**config.mk**
```make
export PLATFORM = sky130hd
export DESIGN_NAME = multi_byte_add_sequencer
export DESIGN_NICKNAME = d
export VERILOG_FILES = /design/src/rtl/multi_byte_add_sequencer_pkg.sv /design/src/rtl/multi_byte_add_sequencer.sv
export SDC_FILE = /design/constraint.sdc
export NUM_CORES = 1
export LEC_CHECK = 0
export ABC_AREA = 1
export CORE_MARGIN = 2
export CORE_UTILIZATION = 46
export CTS_BUF_LIST = sky130_fd_sc_hd__clkbuf_4 sky130_fd_sc_hd__clkbuf_8
export CTS_CLUSTER_SIZE = 25
export DETAILED_ROUTE_END_ITERATION = 12
export PLACE_DENSITY = 0.76
export SLEW_MARGIN = 5
export SYNTH_ARGS = -nofsm -noshare
export SYNTH_HDL_FRONTEND = slang
export SYNTH_SLANG_ARGS = --single-unit
```
**constraint.sdc**
```tcl
create_clock -name clk -period 1.7 [get_ports clk]
set_input_delay 0.17 -clock clk [delete_from_list [all_inputs] [get_ports clk]]
set_output_delay 0.17 -clock clk [all_outputs]
set_load 0.03 [all_outputs]
```
**src/rtl/multi_byte_add_sequencer_pkg.sv**
```systemverilog
// Shared types and helpers for the multi-byte add sequencer.
// Holds the byte width, FSM state encoding and a byte-slice helper.
package add_seq_pkg;

    localparam int BYTE_W     = 8;
    localparam int MAX_WORD_W = 512;

    typedef enum logic [1:0] {
        IDLE = 2'd0,
        RUN  = 2'd1,
        DONE = 2'd2
    } state_t;

    // A shift is used rather than an indexed part-select so the index width never matters.
    function automatic logic [BYTE_W-1:0] byte_sel(input logic [MAX_WORD_W-1:0] word,
                                                   input int unsigned idx);
        logic [MAX_WORD_W-1:0] shifted;
        shifted = word >> (BYTE_W * idx);
        return shifted[BYTE_W-1:0];
    endfunction

endpackage

```
**src/rtl/multi_byte_add_sequencer.sv**
```systemverilog
// Feeds an external 8-bit adder one byte per clock, LSB first, and chains the carry between bytes.
// Optional signed-overflow flag is built only when ADD_SEQ_OVERFLOW_EN is defined.
//  state | meaning
//  IDLE  | waiting for start; adder inputs driven 0
//  RUN   | one byte added per edge, index selects the byte
//  DONE  | result valid for one cycle; start accepted back-to-back
module multi_byte_add_sequencer
    import add_seq_pkg::*;
#(
    parameter int NUM_BYTES = 4
) (
    input  logic                        clk,
    input  logic                        rst_n,
    input  logic                        start,
    input  logic [BYTE_W*NUM_BYTES-1:0] op_a,
    input  logic [BYTE_W*NUM_BYTES-1:0] op_b,
    input  logic                        cin_in,
    output logic [BYTE_W-1:0]           add_a,
    output logic [BYTE_W-1:0]           add_b,
    output logic                        add_cin,
    input  logic [BYTE_W-1:0]           add_s,
    input  logic                        add_cout,
    output logic                        busy,
    output logic                        done,
    output logic [BYTE_W*NUM_BYTES-1:0] result,
    output logic                        cout_out,
    output logic                        ovf
);

    localparam int WORD_W = BYTE_W * NUM_BYTES;
    localparam int IDX_W  = (NUM_BYTES > 1) ? $clog2(NUM_BYTES) : 1;
    localparam logic [IDX_W-1:0] LAST_IDX = IDX_W'(NUM_BYTES - 1);

    state_t             state;
    logic [IDX_W-1:0]   index;
    logic               carry;
    logic [WORD_W-1:0]  cap_a;
    logic [WORD_W-1:0]  cap_b;
    logic               accept;
    logic               last_edge;

    assign accept    = start && ((state == IDLE) || (state == DONE));
    assign last_edge = (state == RUN) && (index == LAST_IDX);

    always_comb begin
        add_a   = '0;
        add_b   = '0;
        add_cin = 1'b0;
        if (state == RUN) begin
            add_a   = byte_sel(MAX_WORD_W'(cap_a), 32'(index));
            add_b   = byte_sel(MAX_WORD_W'(cap_b), 32'(index));
            add_cin = carry;
        end
    end

    always_ff @(posedge clk or negedge rst_n) begin
        if (!rst_n) begin
            state    <= IDLE;
            index    <= '0;
            carry    <= 1'b0;
            cap_a    <= '0;
            cap_b    <= '0;
            busy     <= 1'b0;
            done     <= 1'b0;
            result   <= '0;
            cout_out <= 1'b0;
        end else begin
            case (state)
                IDLE, DONE: begin
                    done <= 1'b0;
                    if (accept) begin
                        state    <= RUN;
                        busy     <= 1'b1;
                        cap_a    <= op_a;
                        cap_b    <= op_b;
                        carry    <= cin_in;
                        index    <= '0;
                        result   <= '0;
                        cout_out <= 1'b0;
                    end else begin
                        state <= IDLE;
                    end
                end
                RUN: begin
                    for (int i = 0; i < NUM_BYTES; i++) begin
                        if (index == IDX_W'(i)) begin
                            result[BYTE_W*i +: BYTE_W] <= add_s;
                        end
                    end
                    carry <= add_cout;
                    if (last_edge) begin
                        state    <= DONE;
                        busy     <= 1'b0;
                        done     <= 1'b1;
                        cout_out <= add_cout;
                        index    <= '0;
                    end else begin
                        index <= index + 1'b1;
                    end
                end
                default: begin
                    state <= IDLE;
                    busy  <= 1'b0;
                    done  <= 1'b0;
                    index <= '0;
                end
            endcase
        end
    end

`ifdef ADD_SEQ_OVERFLOW_EN
    logic ovf_r;

    // Signed overflow: operands agree in sign but the top sum byte disagrees.
    always_ff @(posedge clk or negedge rst_n) begin
        if (!rst_n) begin
            ovf_r <= 1'b0;
        end else if (accept) begin
            ovf_r <= 1'b0;
        end else if (last_edge) begin
            ovf_r <= (cap_a[WORD_W-1] == cap_b[WORD_W-1]) && (add_s[BYTE_W-1] != cap_a[WORD_W-1]);
        end
    end

    assign ovf = ovf_r;
`else
    assign ovf = 1'b0;
`endif

endmodule

```
-- After elaboration in Yosys (flattened, before gate mapping)
Cells that the tools add are included.
- add/sub/neg operators: 1
- equality and inequality tests: 11
- shifts and indexed selects: 2
- mux-type cells: 25
- reduce and logical (&&, ||, !) cells: 15
- operators by type and width (cell ; number):
    $pmux 32 s2 ; 1
    $shr 32x5->8 ; 2
    $mux 8 ; 6
    $mux 32 ; 1
    $reduce_and 3->1 ; 5
    $mux 1 ; 9
    $ne 2x1->1 const B ; 4
    $pmux 2 s2 ; 2
    $eq 2x2->1 const B ; 3
    $mux 2 ; 3
    $pmux 1 s2 ; 3
    $reduce_and 2->1 ; 3
    $eq 2x1->1 const B ; 2
    $logic_not 2->1 ; 2
    $ne 2x2->1 const B ; 2
    $add 2x1->2 const B ; 1
    $logic_and 1x1->1 ; 2
    $reduce_bool 2->1 ; 1
    $reduce_or 2->1 ; 1
    $logic_or 1x1->1 ; 1
- flip-flop bits (word level): 104
- input port bits: 77
- output and inout bits: 53

-- Depth between registers and ports, before layout
Gate-level depths: netlist of run 1.
- word-level depth: 5
- gate-level depth with buffers: 9
- mapped depth without buffers: 7

-- Least setup slack after synthesis of run 1
No wires, ideal clock.
- path type: register to output
- start point: register index[1]
- end point: output port add_a[0]
- arrival: 1.451 ns
- required time: 1.530 ns
- path slack: 0.079 ns
- cell stages (with the launch flop): 6
- buffers on the path: 2
- cells stage by stage: dfrtp_1 buf_4 clkinv_1 buf_2 nand3_1 a21oi_1
- longest elaborated chain between the ends: 2
- ends and longest elaborated chain (item ; line ; source):
    from (decl) ; multi_byte_add_sequencer.sv:35 ; logic [IDX_W-1:0] index;
    from (signal assigned) ; multi_byte_add_sequencer.sv:98 ; index <= index + 1'b1;
    $shr 32x5->8 ; multi_byte_add_sequencer_pkg.sv:18 ; shifted = word >> (BYTE_W * idx);
    $mux 8 ; multi_byte_add_sequencer.sv:49 ; if (state == RUN) begin
    to (decl) ; multi_byte_add_sequencer.sv:18 ; output logic [BYTE_W-1:0] add_a,
No other way between the ends.

-- Worst setup path in the final report of run 1
- start point: register index[0]
- end point: output port add_b[2]
- longest elaborated chain between the ends: 2
- ends and longest elaborated chain (item ; line ; source):
    $shr 32x5->8 ; multi_byte_add_sequencer_pkg.sv:18 ;
    $mux 8 ; multi_byte_add_sequencer.sv:49 ;
    to (decl) ; multi_byte_add_sequencer.sv:19 ; output logic [BYTE_W-1:0] add_b,
No other way between the ends.

==> results of run 1 <==
-- power by group --
group	leakage [nW]	internal (W)	switching [W]	total, W
Sequential	1.28	0.00360	0.000476	0.00407
Combinational	1.97	0.00319	0.00491	0.00811
Clock	0.100	0.000706	0.000849	0.00156
Total	3.35	0.00750	0.00624	0.0137
-- kinds of logic (layout without fill, tap and decap cells) --
group,after synthesis,count (layout),synth area share (%)
AND/OR/NAND/NOR,291,291,23.6
other,1,1,0.0758
buffers and inverters,114,253,11.1
flip-flops,103,103,52.1
adder cells (fa/ha/maj),4,4,1.01
AO/OA/AOI/OAI,82,82,12.1
-- final timing paths --
kind | startpoint | to
worst max-delay path | index[0] | add_b[2]
worst min-delay path | rst_n | cap_a[2]
worst max register to register | index[0] | result[19]
worst min register to register | result[7] | result[7]
max in group asynchronous | rst_n | index[1]
min in group clk | op_a[20] | cap_a[20]
-- cell usage after synthesis --
cell      count  area share (%)
o21ai_0      12             1.2
inv_2         3            0.23
inv_1        81             6.1
o21ai_1       4            0.40
buf_4         2            0.30
nand2_2       4            0.51
nand4_1       1            0.13
clkbuf_1      6            0.46
buf_6        14             3.2
nand3_1      43             4.4
clkinv_1      1           0.076
o21ai_2      50             8.9
ha_1          4             1.0
nand2_4       1            0.23
nor2_1       10            0.76
nand2_1     232              18
conb_1        1           0.076
buf_2         7            0.71
a21oi_1      16             1.6
dfrtp_1     103              52
-- final cells by class --
cell class	count	area, µm²	area share (%)
clock buffer	10	131	1.92
inverter	85	327	4.78
tap	136	170	2.49
multi-input combinational	378	1930	28.3
sequential	103	2580	37.8
timing repair buffer	152	1620	23.7
clock inverter	6	68.8	1.01
-- sequential cells by signal, summed over array words and instances, names as in the netlist --
signal,count
cap_a,32
cap_b,32
result,32
index,2
state,2
busy,1
carry,1
cout_out,1
-- through the flow --
stage          utilization, %  instances  setup slack [ps]
2_1_floorplan               -        595              78.6
3_3_place_gp             61.1        848               199
4_1_cts                  64.4        870             -19.0
3_5_place_dp             61.1        848               184
6_report                 65.8        870             -30.7
5_1_grt                  65.8        870             -61.3
-- timing repair --
item,in CTS,in global routing
setup buffers,5,0
pin swaps,2,2
endpoints found under the hold margin,46,0
cloned,0,0
resized for setup,24,40
setup endpoints to repair,17,17
hold buffers,1,0
-- worst max-delay path, stage by stage (launching register included) --
cell     delay [ps]
dfrtp_2         460
buf_4           200
nand2_1          80
nand3_1         100
a21oi_2         210
buf_6           160
-- layer usage --
layer  part of all wire, %  track usage (%)  vias to the layer above
li1                      -                -                     2096
met1                    44             30.3                     2023
met2                    50             37.7                      111
met3                   4.0             2.97                       17
met4                   1.7             7.51                        0
met5                     0                0                        -
==> impl_metrics.yaml, run 1 <==
layout:
  mostFrequentLayoutCells: "228 x nand2_1, 110 x clkdlybuf4s50_1, 101 x dfrtp_1"
  area_growth_pct: 38.1
  final_area_um2: 6830
  final_common_cell: "nand2_1"
  fillers: 896
  fin_nets: 810
  drive_above_1_share_pct: 20.0
  antenna_cells: 0
route:
  drc: 0
  wl_per_cell_um: 14.2
  drt-initial-drc-count: 218
  routed_wl_um: 12300
  vias_per_cell: 4.88
  ant_nets: 0
  dr.pass1.iters: 4
  vias: 4247
global_route:
  antenna_found_initial: 0
  overflow: 0
  grt_pass1_vias: 4313
  grt_pass1_wl_um: 20400
  grt_util_all_layers_pct: 22.5
  grt_max_degree: 58
status:
  status: "finished, violations left"
  failed_checks: "negative setup slack"
pwr:
  power_w: 0.0137
  peakVddDrop_v: 0.00115
  cellPowerDensity_nw_per_um2: 2010
  leakage_nw: 3.35
clocking:
  clockBufferDepth: 2
  numCtsBuffers: 9
  h-tree-depth: 3
  clock_sinks: 103
  path_clk_slew_ps: 90
  cts_root_buf: "clkbuf_8"
  clk_latency_ps: 370
  cts_tree: "built"
sta:
  fin_crit_sh_pct: 102
  rsz0062_at_grt: "true"
  finalHoldViolCount: 0
  finalSetupViolCount: 2
  finalClockSkew_ps: 15.3
  setup_slack_ps: -30.7
  whs_ps: 214
  min_period_ps: 1730
  final_max_slew_viol_count: 0
  final.setup.tns_ps: -34.7
  fmax_ghz: 0.578
logic_synthesis:
  avgSynthCellArea_um2: 8.31
  syn_nets: 676
  synthCells: 595
  synth.yosys.seq_area_share_pct: 52.1
  synth_cell_types: 20
  synthesis.area_um2: 4940
  yosys_warnings: 0
  ys_ff_latch: 103
floorplanning:
  start_util_pct: 47.7
  die_w_um: 108
  rows: 37
  core-area_um2: 10400
  fp.dieH_um: 108
  io_pins: 130
  dieArea_um2: 11600
setup_path:
  ff2ff_path_depth: 8
  startpoint_type: "flop"
  required_ps: 1530
  arrival_ps: 1560
  cp_max_fo: 12
  critPathKind: "flop to primary output"
  crit_path_end_kind: "primary output"
  r2r_slack_ps: 220
placed_design:
  numPortBuffers: 128
  dpl-instance-area_um2: 6330
  dpl.hpwl_um: 9080
  place.gp.congestion: 0.834
run:
  drv_cap: 0
worst_hold_path:
  hold_path_class: "input pin to async pin"
Power figures use the tool's default switching activity.
==> run 2, diff against run 1 <==
- PLACE_DENSITY: 0.76 -> 0.85
- SLEW_MARGIN: 5 -> 20
==> impl_metrics.yaml, run 2 (synthesis gave the netlist of run 1 again) <==
pwr:
  cellPowerDensity_nw_per_um2: 2040
  peakVddDrop_v: 0.00141
  leakage_nw: 3.36
  power_w: 0.0140
global_route:
  use_met1_pct: 29.1
  antenna_found_initial: 0
  gr-usage-met2_pct: 36.3
  grt_pass1_vias: 4125
  busiest_layer: "met2"
  grt_max_degree: 104
  use_met3_pct: 4.24
  grt_util_all_layers_pct: 21.9
  overflow: 0
  grt_pass1_wl_um: 19900
sta:
  fmax_ghz: 0.586
  finalClockSkew_ps: 8.57
  min_period_ps: 1710
  whs_ps: 354
  setup_slack_ps: -7.33
  rsz0062_at_grt: "true"
  finalSetupViolCount: 3
  relSlewSlack_pct: 64.1
  tightest_slew_ps: 538
  final_max_slew_viol_count: 0
  fin_crit_sh_pct: 100
  finalHoldViolCount: 0
setup_path:
  arrival_ps: 1540
  path_buf_inv: 3
  cp_slowest_cell: "dfrtp_2"
  cp_cell_sequence: "inv_4 -> buf_16 -> nand2_1 -> nand3_1 -> a21oi_2 -> buf_6"
  startpoint_type: "flop"
  crit_path_end_kind: "primary output"
  slowest_delay_ps: 440
  required_ps: 1530
  critPathKind: "flop to primary output"
  cp_max_fo: 16
  cp_top_family: "flip-flops"
floorplanning:
  die_w_um: 108
  start_util_pct: 47.7
  fp.dieH_um: 108
  rows: 37
  core-area_um2: 10400
  dieArea_um2: 11600
  io_pins: 130
layout:
  reg_top3: "cap_a x32, cap_b x32, result x32"
  register_area_um2: 2580
  mostFrequentLayoutCells: "227 x nand2_1, 110 x clkdlybuf4s50_1, 101 x dfrtp_1"
  final_area_um2: 6860
  area_growth_pct: 38.6
  final_util_pct: 66.1
  drive_above_1_share_pct: 20.9
  fin_nets: 809
  multi_input_area_um2: 1980
  antenna_cells: 0
  final_common_cell: "nand2_1"
  fillers: 854
clocking:
  cts_root_buf: "clkbuf_8"
  numCtsBuffers: 9
  cts_tree: "built"
  path_clk_slew_ps: 100
  h-tree-depth: 3
  clk_latency_ps: 360
  clock_sinks: 103
  clockBufferDepth: 2
placed_design:
  numPortBuffers: 128
  dpl.hpwl_um: 8630
  place.gp.congestion: 0.874
  dpl-instance-area_um2: 6310
  dp_slack_ps: 142
status:
  status: "finished, violations left"
  failed_checks: "negative setup slack"
route:
  dr.pass1.iters: 4
  drc: 0
  drt-initial-drc-count: 193
  wl_per_cell_um: 14.4
  vias_per_cell: 4.91
  routed_wl_um: 12500
  vias: 4264
  ant_nets: 0
worst_hold_path:
  hold_path_class: "input pin to flop"
run:
  drv_cap: 0
## run 2: worst paths after layout
check,from,to,slack [ps],cells after the start
worst min-delay path,op_b[19],cap_b[19],350,3
min in group asynchronous,rst_n,result[12],400,3
worst max-delay path,index[0],add_b[2],-7,6
worst min register to register,result[8],result[8],480,2
worst max register to register,index[0],result[18],180,9
max in group asynchronous,rst_n,index[0],870,3
## run 2: timing repair
action	CTS	global route
cloned	1	1
endpoints found under the hold margin	103	0
endpoints found under the setup margin	17	17
pin swaps	8	7
resized for setup	48	14
hold buffers	1	0
setup buffers	1	4
## run 2: metrics by stage
step / cells / setup TNS [ps]
after floorplan: 595 / 0
after global placement: 845 / 0
after detailed placement: 845 / 0
after CTS: 864 / -151
after global routing: 869 / -890
final: 869 / -14.3
## run 2: area by class of cell
cell class	count	share of cell area (%)
Inverter	85	4.73
Clock buffer	9	1.81
Multi-Input combinational cell	378	28.8
Timing Repair Buffer	151	23.3
Tap cell	136	2.48
Clock inverter	7	1.26
Sequential cell	103	37.6
## run 2: report_power, final
group	internal [W]	switching, W
registers	0.00360	0.000495
clock network	0.000715	0.000883
logic	0.00326	0.00503
## run 2: worst reg2reg max path, delay by kind of cell, from the launching register on
kind / cells / cell delay (ps)
fa+ha+maj: 1 / 180
flops: 1 / 440
buf+inv: 4 / 400
simple gates: 4 / 440
## run 2: layer usage
layer / wire [µm] / vias up / part of all wire [%]
li1: - / 2088 / -
met1: 5140 / 2013 / 41
met3: 767 / 18 / 6.1
met4: 204 / 0 / 1.6
met5: 0 / - / 0
met2: 6360 / 145 / 51
==> run 3, diff against run 2 <==
- ABC_AREA: 1 -> default
==> impl_metrics.yaml, run 3 <==
logic_synthesis:
  yosysTopAreaCell: "dfrtp_1"
  syn_nets: 460
  ys_async_sr_fraction_pct: 100
  synth_cell_types: 29
  synthCells: 379
  netlist.area_leader.share_pct: 52.6
  synth_edf_count: 0
  synthesis.area_um2: 4900
  synth_area_leaders: "dfrtp_1 53%, mux2_2 15%, mux2i_1 6.5%"
  synthTopCellsByCount: "103 x dfrtp_1, 64 x mux2_2, 36 x inv_1"
  yosysMostFrequentCell: "dfrtp_1"
  synth_ff_type: "dfrtp_1"
  avgSynthCellArea_um2: 12.9
  ys_ff_latch: 103
  synth.yosys.seq_area_share_pct: 52.6
  yosys_warnings: 0
layout:
  final_util_pct: 64.6
  drive_above_1_share_pct: 28.5
  fin_nets: 585
  final_common_cell: "clkdlybuf4s50_1"
  antenna_cells: 0
  area_growth_pct: 36.1
  final_cell_count_no_fill: 645
  mostFrequentLayoutCells: "109 x clkdlybuf4s50_1, 102 x dfrtp_1, 64 x mux2_2"
  fillers: 813
  reg_top3: "cap_a x32, cap_b x32, result x32"
clocking:
  cts_tree: "built"
  numCtsBuffers: 9
  clock_sinks: 103
  h-tree-depth: 3
  clockBufferDepth: 2
  cts_root_buf: "clkbuf_8"
  path_clk_slew_ps: 100
  clk_latency_ps: 360
sta:
  finalSetupViolCount: 16
  fmax_ghz: 0.550
  rsz0062_at_grt: "true"
  fin_crit_sh_pct: 107
  setup_slack_ps: -117
  final.setup.tns_ps: -1350
  min_period_ps: 1820
  finalClockSkew_ps: 13.7
  final_max_slew_viol_count: 0
  finalHoldViolCount: 0
route:
  vias_per_cell: 5.38
  ant_nets: 0
  vias: 3473
  drt-initial-drc-count: 162
  routed_wl_um: 11700
  drc: 0
  wl_per_cell_um: 18.1
  dr.pass1.iters: 4
setup_path:
  cp_cell_sequence: "or3b_4 -> buf_12 -> o22ai_2 -> buf_6"
  cp_slowest_cell: "or3b_4"
  cp_max_fo: 16
  arrival_ps: 1650
  critPathKind: "flop to primary output"
  path_buf_inv: 2
  slowest_delay_ps: 410
  ff2ff_path_depth: 5
  cp_top_family: "simple AND/OR/NAND/NOR gates"
  r2r_start: "state[0]"
  startpoint_type: "flop"
  r2r-end: "cap_b[11]"
  required_ps: 1530
  r2r_slack_ps: 100
  crit_path_end_kind: "primary output"
floorplanning:
  fp.dieH_um: 107
  start_util_pct: 47.5
  dieArea_um2: 11500
  die_w_um: 107
  rows: 37
  io_pins: 130
  core-area_um2: 10300
placed_design:
  numPortBuffers: 128
  dpl.hpwl_um: 7820
  placed_cells: 626
  place.gp.congestion: 0.836
global_route:
  grt_max_degree: 63
  grt_util_all_layers_pct: 19.9
  grt_pass1_wl_um: 18000
  grt_pass1_vias: 3478
  overflow: 0
  antenna_found_initial: 0
pwr:
  cellPowerDensity_nw_per_um2: 2040
  peakVddDrop_v: 0.00113
  leakage_nw: 2.76
worst_hold_path:
  hold_path_class: "input pin to async pin"
run:
  drv_cap: 0
status:
  failed_checks: "negative setup slack"
  status: "finished, violations left"
run 3: cell types whose count changed in the layout (fill, tap and decap cells not counted), sizes merged, moves of 3 or more:
| cell | delta |
|---|---|
| a21oi | -16 |
| nand2 | -236 |
| o21ai | -66 |
| and3b | +4 |
| nand4b | +33 |
| mux2i | +32 |
| o22ai | +16 |
| mux2 | +64 |
| nand3 | -43 |
| nand3b | +3 |
| inv | -49 |
| nor2 | -7 |
| o31ai | +33 |
run 3: final cells by class:
| type | count | area [µm²] | area share [%] |
|---|---|---|---|
| clock buffers | 10 | 138 | 2.06 |
| clock inverters | 6 | 73.8 | 1.11 |
| inverters | 36 | 135 | 2.03 |
| multi-input cells | 204 | 2020 | 30.2 |
| flip-flops and latches | 103 | 2580 | 38.7 |
| well taps | 136 | 170 | 2.55 |
| repair buffers | 150 | 1560 | 23.4 |
run 3: kinds of logic after synthesis:
logic type | count (synthesis) | synth area share (%)
flops | 103 | 52.6
mux | 96 | 21.2
compound gates | 54 | 9.45
buf+inv | 72 | 7.56
simple gates | 49 | 8.07
other cells | 1 | 0.0765
fa+ha+maj | 4 | 1.02
run 3: worst max path at each step:
stage          cells past startpoint        end  slack [ps]  startpoint
6_report                           4   add_a[6]        -120    index[0]
5_1_grt                            4   add_a[6]        -180    index[0]
4_1_cts                            4   add_b[0]        -110    index[0]
3_5_place_dp                       4  cap_b[29]          70       start
3_3_place_gp                       4  cap_a[22]          80       start
2_1_floorplan                      3   add_a[7]         -20    state[1]
run 3: power by group:
group | switching, W | internal (W) | leakage [nW]
Combinational | 0.00398 | 0.00363 | 1.39
Sequential | 0.000695 | 0.00366 | 1.26
Clock | 0.000889 | 0.000744 | 0.108
run 3: per-stage QoR:
stage          setup WS, ps  power, W  instance area (µm²)  hold WS, ps
2_1_floorplan         -16.5   0.00905                 4910         -126
4_1_cts                -114    0.0135                 6610          150
3_5_place_dp           69.6    0.0115                 6290         2.33
6_report               -117    0.0136                 6670          172
5_1_grt                -179    0.0143                 6670          153
3_3_place_gp           83.6    0.0112                 6290         4.17
run 3: layer usage:
layer | global-route usage [%] | routed length (µm) | vias to the layer above
li1 | - | - | 1608
met1 | 27.7 | 5180 | 1763
met2 | 32.7 | 5980 | 95
met3 | 2.80 | 397 | 7
met4 | 5.19 | 112 | 0
met5 | 0 | 0 | -
run 3: timing repair:
item / 4_1_cts / 5_1_grt
pin swaps: 0 / 0
endpoints found under the setup margin: 17 / 17
buffers inserted: 1 / 0
cloned: 0 / 1
hold endpoints to repair: 103 / 0
hold buffers: 1 / 0
resized for setup: 21 / 9
